<file path="src/rtl/vram_arb_pkg.sv">
`default_nettype none
// +-------------------------------------------------------------------+
// | vram_arb_pkg : shared types for the VRAM arbiter and write FIFO    |
// | rev 1.0                                                           |
// +-------------------------------------------------------------------+
package vram_arb_pkg;

  localparam int PLANES = 4;

  typedef enum logic [1:0] {
    IDLE       = 2'd0,
    FETCH      = 2'd1,
    FETCH_WAIT = 2'd2,
    WRITE      = 2'd3
  } arb_state_t;

  typedef struct packed {
    logic [1:0]  plane;
    logic [12:0] loc;
    logic [7:0]  data;
  } wr_entry_t;

  function automatic logic [PLANES-1:0] plane_we(input logic [1:0] plane);
    plane_we        = '0;
    plane_we[plane] = 1'b1;
  endfunction

endpackage
`default_nettype wire

</file>
<file path="src/rtl/vram_wfifo.sv">
`default_nettype none
// +-------------------------------------------------------------------+
// | vram_wfifo : DEPTH-entry ring of pending CPU writes               |
// | Optional VRAM_ARB_COALESCE_EN merges a repeat write to the newest |
// | queued entry. rev 1.0                                             |
// +-------------------------------------------------------------------+
module vram_wfifo
  import vram_arb_pkg::*;
#(
  parameter int DEPTH = 4
) (
  input  logic                     clk_sys,
  input  logic                     reset,
  input  logic                     push,
  input  wr_entry_t                push_entry,
  input  logic                     pop,
  output wr_entry_t                head,
  output logic                     full,
  output logic                     empty,
  output logic [$clog2(DEPTH):0]   count,
  output logic                     hit
);

  localparam int AW = $clog2(DEPTH);
  localparam int CW = AW + 1;

  logic [AW-1:0] wr_ptr;
  logic [AW-1:0] rd_ptr;
  wr_entry_t     mem [DEPTH];
  logic          alloc;

  assign full  = (count == CW'(DEPTH));
  assign empty = (count == '0);
  assign head  = mem[rd_ptr];

`ifdef VRAM_ARB_COALESCE_EN
  wr_entry_t newest;
  assign newest = mem[wr_ptr - AW'(1)];
  // The newest entry is only mergeable if this same clock does not pop it.
  assign hit = !empty && !(pop && count == CW'(1)) &&
               newest.plane == push_entry.plane && newest.loc == push_entry.loc;
`else
  assign hit = 1'b0;
`endif

  assign alloc = push && !hit;

  always_ff @(posedge clk_sys) begin
    if (reset) begin
      wr_ptr <= '0;
      rd_ptr <= '0;
      count  <= '0;
    end else begin
      if (alloc) wr_ptr <= wr_ptr + AW'(1);
      if (pop)   rd_ptr <= rd_ptr + AW'(1);
      case ({alloc, pop})
        2'b10:   count <= count + CW'(1);
        2'b01:   count <= count - CW'(1);
        default: ;
      endcase
    end
  end

  // Storage needs no reset: the pointers and count define what is valid.
  always_ff @(posedge clk_sys) begin
    if (alloc) begin
      mem[wr_ptr] <= push_entry;
    end else if (push && hit) begin
      mem[wr_ptr - AW'(1)].data <= push_entry.data;
    end
  end

endmodule
`default_nettype wire

</file>
<file path="src/rtl/vram_arbiter.sv">
`default_nettype none
// +-------------------------------------------------------------------+
// | vram_arbiter : single-port VRAM arbiter, display fetch over CPU   |
// | writes; honours VRAM_ARB_COALESCE_EN via vram_wfifo. rev 1.0      |
// +-------------------------------------------------------------------+
module vram_arbiter
  import vram_arb_pkg::*;
#(
  parameter int DEPTH = 4
) (
  input  logic               clk_sys,
  input  logic               reset,
  input  logic [15:0]        cpu_addr,
  input  logic [7:0]         cpu_din,
  input  logic               cpu_we,
  output logic               cpu_wait,
  input  logic               fetch_req,
  input  logic [12:0]        fetch_addr,
  output logic               fetch_valid,
  output logic [31:0]        fetch_data,
  output logic [12:0]        ram_addr,
  output logic [PLANES-1:0]  ram_we,
  output logic [7:0]         ram_wdata,
  input  logic [31:0]        ram_q
);

  localparam int CW = $clog2(DEPTH) + 1;

  arb_state_t    state;
  logic          fetch_pend;
  logic [12:0]   fetch_pend_addr;

  wr_entry_t     push_entry;
  wr_entry_t     head;
  logic          push;
  logic          pop;
  logic          full;
  logic          empty;
  logic          hit;
  logic [CW-1:0] count;

  assign push_entry = {cpu_addr[14:13], cpu_addr[12:0], cpu_din};
  assign push       = cpu_we && cpu_addr[15] && (!full || hit);
  assign pop        = (state == IDLE || state == WRITE) && !fetch_pend && !empty;
  assign cpu_wait   = (count == CW'(DEPTH));

  vram_wfifo #(.DEPTH(DEPTH)) u_wfifo (
    .clk_sys    (clk_sys),
    .reset      (reset),
    .push       (push),
    .push_entry (push_entry),
    .pop        (pop),
    .head       (head),
    .full       (full),
    .empty      (empty),
    .count      (count),
    .hit        (hit)
  );

  always_ff @(posedge clk_sys) begin
    if (reset) begin
      state           <= IDLE;
      fetch_pend      <= 1'b0;
      fetch_pend_addr <= '0;
      fetch_valid     <= 1'b0;
      fetch_data      <= '0;
      ram_addr        <= '0;
      ram_we          <= '0;
      ram_wdata       <= '0;
    end else begin
      fetch_valid <= 1'b0;
      if (fetch_req) begin
        fetch_pend      <= 1'b1;
        fetch_pend_addr <= fetch_addr;
      end
      case (state)
        IDLE, WRITE: begin
          if (fetch_pend) begin
            state    <= FETCH;
            ram_addr <= fetch_pend_addr;
            ram_we   <= '0;
            // A request landing on this very clock stays pending.
            if (!fetch_req) fetch_pend <= 1'b0;
          end else if (!empty) begin
            state     <= WRITE;
            ram_addr  <= head.loc;
            ram_wdata <= head.data;
            ram_we    <= plane_we(head.plane);
          end else begin
            state  <= IDLE;
            ram_we <= '0;
          end
        end
        FETCH: begin
          state <= FETCH_WAIT;
        end
        FETCH_WAIT: begin
          fetch_data  <= ram_q;
          fetch_valid <= 1'b1;
          state       <= IDLE;
        end
        default: begin
          state <= IDLE;
        end
      endcase
    end
  end

endmodule
`default_nettype wire

</file>
<file path="config.mk">
export PLATFORM = sky130hd
export DESIGN_NAME = vram_arbiter
export DESIGN_NICKNAME = d
export VERILOG_FILES = /design/src/rtl/vram_arb_pkg.sv /design/src/rtl/vram_wfifo.sv /design/src/rtl/vram_arbiter.sv
export SDC_FILE = /design/constraint.sdc
export NUM_CORES = 1
export LEC_CHECK = 0
export ABC_AREA = 1
export CELL_PAD_IN_SITES_DETAIL_PLACEMENT = 1
export CELL_PAD_IN_SITES_GLOBAL_PLACEMENT = 1
export CORE_ASPECT_RATIO = 1.25
export CORE_UTILIZATION = 39
export DETAILED_ROUTE_END_ITERATION = 6
export GPL_ROUTABILITY_DRIVEN = 1
export PLACE_DENSITY = 0.76
export SLEW_MARGIN = 0
export SYNTH_ARGS = -nofsm -noshare
export SYNTH_HDL_FRONTEND = slang
export SYNTH_SLANG_ARGS = --single-unit
</file>
<file path="constraint.sdc">
create_clock -name clk_sys -period 2.55 [get_ports clk_sys]
set_clock_uncertainty 0.15 [all_clocks]
set_input_delay 0.6375 -clock clk_sys [delete_from_list [all_inputs] [get_ports clk_sys]]
set_output_delay 0.6375 -clock clk_sys [all_outputs]
set_load 0.02 [all_outputs]
</file>
[Yosys cells after proc, flatten, opt, wreduce, memory -nomap -nowiden]
Memories as Yosys holds them, arrays and structs flattened. A register that Yosys moved wholly into a read port is not among the register bits.
Cells that the tools add are included.
W data, S select, Z words.
Storage, ports and cells
  bits in registers: 81
  memory bits (writable): 92
  logic and storage cells: 61
  memories: 1
Memory list
  u_wfifo.mem: depth 4, bits a word 23, read ports 1, clocked after Yosys merged registers in 1, wr ports 1, line vram_wfifo.sv:29  | wr_entry_t mem [DEPTH];
Cells by class
  $add $sub $neg: 4
  magnitude comparators: 2
  equality and inequality tests: 7
  muxes and demuxes: 19
  bitwise logic cells: 2
  reduce and logical (&&, ||, !) cells: 15
Operators with widths (count)
  $mux W13: 2
  $mux W1: 8
  $mux W2: 4
  $mux W4: 2
  $eq A2 B2 Y1 const B: 3
  $pmux W2 S3: 1
  $pmux W3 S2: 1
  $logic_and A1 B1 Y1: 5
  $add A2 B1 Y2 const B: 2
  $eq A2 B1 Y1 const B: 2
  $add A3 B1 Y3 const B: 1
  $eq A3 B3 Y1 const B: 1
  $logic_not A1 Y1: 3
  $logic_not A3 Y1: 1
  $lt A2 B3 Y1 const B: 1
  $reduce_and A3 Y1: 1
  $sub A3 B1 Y3 const B: 1
  $demux W1 S2: 1
  $ge A2 B1 Y1 const B: 1
  $logic_not A2 Y1: 1
  $ne A2 B2 Y1 const B: 1
  $not A1 Y1: 2
  $reduce_and A2 Y1: 1
  $reduce_bool A2 Y1: 1
  other kinds (2): 2

[Longest topological paths before layout]
  word-level depth: 6
  depth in mapped cells: 14

[Modules after synthesis]
Synthesis repeated with hierarchy kept, for this count alone.
Unflattened totals
  cells, all modules: 695
  area, all modules: 7149.4 sq um
Modules (own cells, without submodules)
  vram_wfifo: times used 1, cells an instance 282, area each 4195.3 sq um
  vram_arbiter: times used 1, cells an instance 413, area each 2954.1 sq um

[Least setup slack after synthesis]
No wires, ideal clock.
  path type: input -> register
  from: input port cpu_we
  to: memory u_wfifo.mem[0][0] in the netlist's numbering, enable pin
  setup time: 403 ps
  arrival time: 1791 ps
  path slack: 206 ps
  cell stages on the path: 2
  path through: nand3_2 > nor2_1
On the way
  cells in the longest elaborated chain, start to end: 4
Ends and longest elaborated chain
  start, declared: line vram_arbiter.sv:15  | input logic cpu_we,
  $logic_and A1 B1 Y1 (2 in a row): line vram_arbiter.sv:43  | assign push = cpu_we && cpu_addr[15] && (!full || hit);
  $mux W1: line vram_wfifo.sv:66  | if (alloc) begin
  $mux W1 (implied by the code): line vram_wfifo.sv:67  | mem[wr_ptr] <= push_entry;
  end, declared: line vram_wfifo.sv:29
Every way passes these cells.

[Worst setup path in the final report]
  from: register u_wfifo.count[0]
  to: output port cpu_wait
On the way
  cells in the longest elaborated chain, start to end: 1
Ends and longest elaborated chain
  start, declared: line vram_wfifo.sv:20  | output logic [$clog2(DEPTH):0] count,
  start signal, assigned: line vram_wfifo.sv:57  | 2'b10: count <= count + CW'(1);
  start signal, assigned: line vram_wfifo.sv:58  | 2'b01: count <= count - CW'(1);
  $eq A3 B3 Y1: line vram_arbiter.sv:45  | assign cpu_wait = (count == CW'(DEPTH));
  end, declared: line vram_arbiter.sv:16  | output logic cpu_wait,
Every way passes these cells.

==> impl_summary.log <==
INFO  metric timing.setup.tns = 0 ns
INFO  metric post_synth_adder_cell_area = 0.01566
INFO  metric power_frac_comb = 0.359
INFO  metric maxCapViolations = 0
INFO  metric post_cts_resize_count = 0
INFO  metric worst_ep_arrival_time = 1.63 ns
INFO  metric vdd_ir_drop_max = about 470 uV
INFO  metric max-slew-margin-rel = 0.6148
INFO  metric setup.worst_path.end_class = primary output
INFO  metric cp_cell_sequence = inv_2 > nand3_1 > inv_1 > clkdlybuf4s50_1
INFO  metric worstPathBufferInverterCount = 3
INFO  metric clock_power_share = 0.265
INFO  metric setup_viol_count_final = 0
INFO  metric gr-usage-all-layers = 0.2166
INFO  metric io_pins = 132
INFO  metric yosys.area_share.xor_xnor = 0.003823
INFO  metric grt_pass1_wl = 29.63 mm
INFO  metric synth_edf_count = 92
INFO  metric die_x = roughly 120 um
INFO  metric rr_worst_depth = 12
INFO  metric clock-root-buffer = sky130_fd_sc_hd__clkbuf_16
INFO  metric synth_compound_gate_area_share = 0.07646
INFO  metric coreArea = 17040 sq um
INFO  metric layout_min_cycle_time = about 2.4 ns
INFO  metric combinational_family_with_the_most_area_after_synthesis = simple AND/OR/NAND/NOR gates
INFO  metric top_layer = met4
INFO  metric syn_nets = 805
INFO  metric critPathMaxStageDelay = 0.60 ns
INFO  metric drt_iter0_markers = 250
INFO  metric muxShareOfSynthArea = 0
INFO  metric rrSetupSlack = 0.23 ns
INFO  metric min_from = ram_we[1]
INFO  metric design.die.area = 18160 sq um
INFO  metric setup_repair_after_global_routing_missed_its_margin = false
INFO  metric most_frequent_cell_after_synthesis = sky130_fd_sc_hd__nor2_1
INFO  metric internal_power = between 6000 and 7000 uW
INFO  metric routed-via-count = 5407
INFO  metric min_to = ram_we[1]
INFO  metric worst_skew_pair.late_latency = 0.43 ns
INFO  metric status = finished, final reports clean
INFO  metric synth_instances = 724
INFO  metric static-leakage-power = 0.003605 uW
INFO  metric finalCritPeriodShare = 0.9477
INFO  metric p_sw = 3560 uW
INFO  metric clk_transition_reported_paths = 0.06 ns
INFO  metric holdCritPathClass = reg2reg
INFO  metric io_buffer_count = between 100 and 150
INFO  metric num_antenna_cells = 0
INFO  metric synth-seq-cells = 175
INFO  metric timing_worst_slew_pin_value = 0.5762 ns
INFO  metric drv_slew = 0
INFO  metric netlist_area = 6873 sq um
INFO  metric antenna_violations_before_repair = 0
INFO  metric synth_commonest_cells = sky130_fd_sc_hd__nor2_1 (180), sky130_fd_sc_hd__nand2_1 (133), sky130_fd_sc_hd__edfxtp_1 (92)
INFO  metric async_set_or_reset_flop_fraction_in_the_synthesized_netlist = 0
INFO  metric max_fclk = 413.8 MHz
INFO  metric netlist_top_cells_area = sky130_fd_sc_hd__edfxtp_1 (40%), sky130_fd_sc_hd__dfxtp_1 (24%), sky130_fd_sc_hd__nor2_1 (9.8%)
INFO  metric synth_top_flop_cell = sky130_fd_sc_hd__edfxtp_1
INFO  metric seq_power_share = 0.375
INFO  metric switching_share = 0.3585
INFO  metric areaGrowthSynthToFinish = 31.13%
INFO  metric drt_pass1_iterations = 4
INFO  metric layout-drive-gt1-share = 0.07488
INFO  metric initial_core_util = 0.4033
INFO  metric grt_pass1_vias = 5983
INFO  metric finish.utilization = 0.5288
INFO  metric cell_type_of_the_slowest_stage_on_the_worst_timing_path = sky130_fd_sc_hd__clkdlybuf4s50_1
INFO  metric num_rows = 53
INFO  metric yosys.cell_types.count = 24
INFO  metric routed_wire_length_per_instance = 17.15 um
INFO  metric max-clock-path-buffers = 2
INFO  metric dr_wl_met3 = 501 um
INFO  metric tritoncts = done
INFO  metric tritoncts.num_buffers = 17
INFO  metric synth.top_cell.area_share = 0.4020
INFO  metric dp_hpwl = 12.95 mm
INFO  metric synth-simple-area-share = 0.2061
INFO  metric worst-endpoint-required = 1.76 ns
INFO  metric power_density = between 1000 and 1500 nW/um^2
INFO  metric detail_route_met2_wl = 10.19 mm
INFO  metric die_height = between 150 and 200 um
INFO  metric synth_top_area_cell = sky130_fd_sc_hd__edfxtp_1
INFO  metric gp_routability_congestion = ~0.75
INFO  metric postCtsSetupRepairBufs = 0
INFO  metric synth.yosys.seq_area_share = 0.6437
INFO  metric hold_viol_final = 0
INFO  metric mean_number_of_vias_per_cell = 4.970
INFO  metric clock_sink_count = 175
INFO  metric routed_wl = 18.66 mm
INFO  metric setup.worst_path.start_class = flip-flop
INFO  metric post_synth.cell_area_avg = 9.493 sq um
INFO  metric timing.critical_path.fanout_max = 3
INFO  metric criticalPathCategory = reg2out
INFO  metric worst_path_dominant_cell_family = buffers and inverters
INFO  metric warnings_synthesis = 0
INFO  metric number_of_nets_in_the_layout = roughly 940
INFO  metric hold_depth = 2
INFO  metric globalRouteOverflowTotal = 0
INFO  metric r2r-start = state[0]
INFO  metric route.antenna.remaining_nets = 0
INFO  metric wl_met1 = 7.243 mm
INFO  metric grt_max_degree = 60
INFO  metric rr_endpoint = u_wfifo.count[2]
INFO  metric postCtsHoldBufs = 0
INFO  metric htree_levels = 4
INFO  metric drc = 0
[worst max path at each step]
| stage | startpoint | endpoint | slack, ns | cells after the start |
|---|---|---|---|---|
| floorplan | cpu_we | u_wfifo.mem[0][0] | 0.21 | 2 |
| global route | state[0] | u_wfifo.count[2] | 0.002 | 12 |
| finish | u_wfifo.count[0] | cpu_wait | 0.13 | 4 |
| global placement | cpu_we | u_wfifo.count[2] | 0.14 | 9 |
| CTS | u_wfifo.count[0] | cpu_wait | 0.10 | 4 |
| detailed placement | cpu_addr[15] | u_wfifo.count[2] | 0.04 | 10 |
[final cells by class]
class                      count  area (sq um)
tap                          220         275.3
clock buffer                  18         429.2
fill                        1894          8030
sequential                   175          4424
multi-input combinational    473          2086
timing repair buffer         152          1494
inverter                      37         141.4
clock inverter                13         162.7
[registers in the layout, summed over array words and instances (netlist names), named ones only]
signal and cells:
u_wfifo.wr_ptr 2, u_wfifo.rd_ptr 2, state 2, fetch_pend 1, fetch_data 32, u_wfifo.count 3
ram_addr 13, u_wfifo.mem 92, fetch_valid 1, ram_we 4, fetch_pend_addr 13, ram_wdata 8
[routing by layer]
layer | up-vias | track usage
met2 | 103 | 0.4069
li1 | 2622 | -
met3 | 38 | 0.04129
met1 | 2644 | 0.2252
met4 | 0 | 0.1191
met5 | - | 0
[cell usage in the layout (no fill, tap or decap), types with 4 or more instances in the layout]
| cell type | Yosys | routed |
|---|---|---|
| sky130_fd_sc_hd__ha_1 | 7 | 7 |
| sky130_fd_sc_hd__buf_4 | 4 | 19 |
| sky130_fd_sc_hd__a21oi_1 | 24 | 24 |
| sky130_fd_sc_hd__nor2_2 | 0 | 4 |
| sky130_fd_sc_hd__clkdlybuf4s50_1 | 0 | 131 |
| sky130_fd_sc_hd__o21ai_1 | 14 | 14 |
| sky130_fd_sc_hd__nand3_1 | 38 | 38 |
| sky130_fd_sc_hd__nand2_1 | 133 | 133 |
| sky130_fd_sc_hd__nor2_1 | 180 | 176 |
| sky130_fd_sc_hd__o21ai_0 | 67 | 67 |
| sky130_fd_sc_hd__inv_1 | 31 | 31 |
| sky130_fd_sc_hd__edfxtp_1 | 92 | 92 |
| sky130_fd_sc_hd__clkbuf_16 | 0 | 17 |
| sky130_fd_sc_hd__inv_2 | 5 | 5 |
| sky130_fd_sc_hd__dfxtp_1 | 83 | 83 |
[kinds of logic after synthesis]
family	count (synthesis)
AO/OA/AOI/OAI	105
XOR/XNOR	3
adder cells (fa/ha/maj)	8
buffers and inverters	76
flip-flops	175
AND/OR/NAND/NOR	357
[through the flow]
| step | std cells | hold WS (ns) | total power (uW) | worst slack (ns) | cell area [sq um] |
|---|---|---|---|---|---|
| floorplan | 724 | 0.2923 | 5939 | 0.2062 | 6873 |
| global placement | 1057 | 0.3020 | 7166 | 0.1410 | 8421 |
| detailed placement | 1057 | 0.3141 | 7377 | 0.03979 | 8421 |
| CTS | 1088 | 0.3254 | 10050 | 0.1021 | 9012 |
| global route | 1088 | 0.3506 | 10550 | 0.002001 | 9012 |
| finish | 1088 | 0.3240 | 9930 | 0.1334 | 9012 |
[worst min-delay path: stages, from the launching register on]
cell and delay (ns):
sky130_fd_sc_hd__dfxtp_1 0.31, sky130_fd_sc_hd__nand2_1 0.06, sky130_fd_sc_hd__a21oi_1 0.05
[power groups by stage]
stage,sequential [uW],clock [uW],combinational (uW)
4_1_cts,3730,2680,3630
3_3_place_gp,3750,0,3420
5_1_grt,3780,2790,3980
2_1_floorplan,4160,0,1780
6_report,3730,2630,3570
3_5_place_dp,3780,0,3590
(Power assumes the default switching activity.)
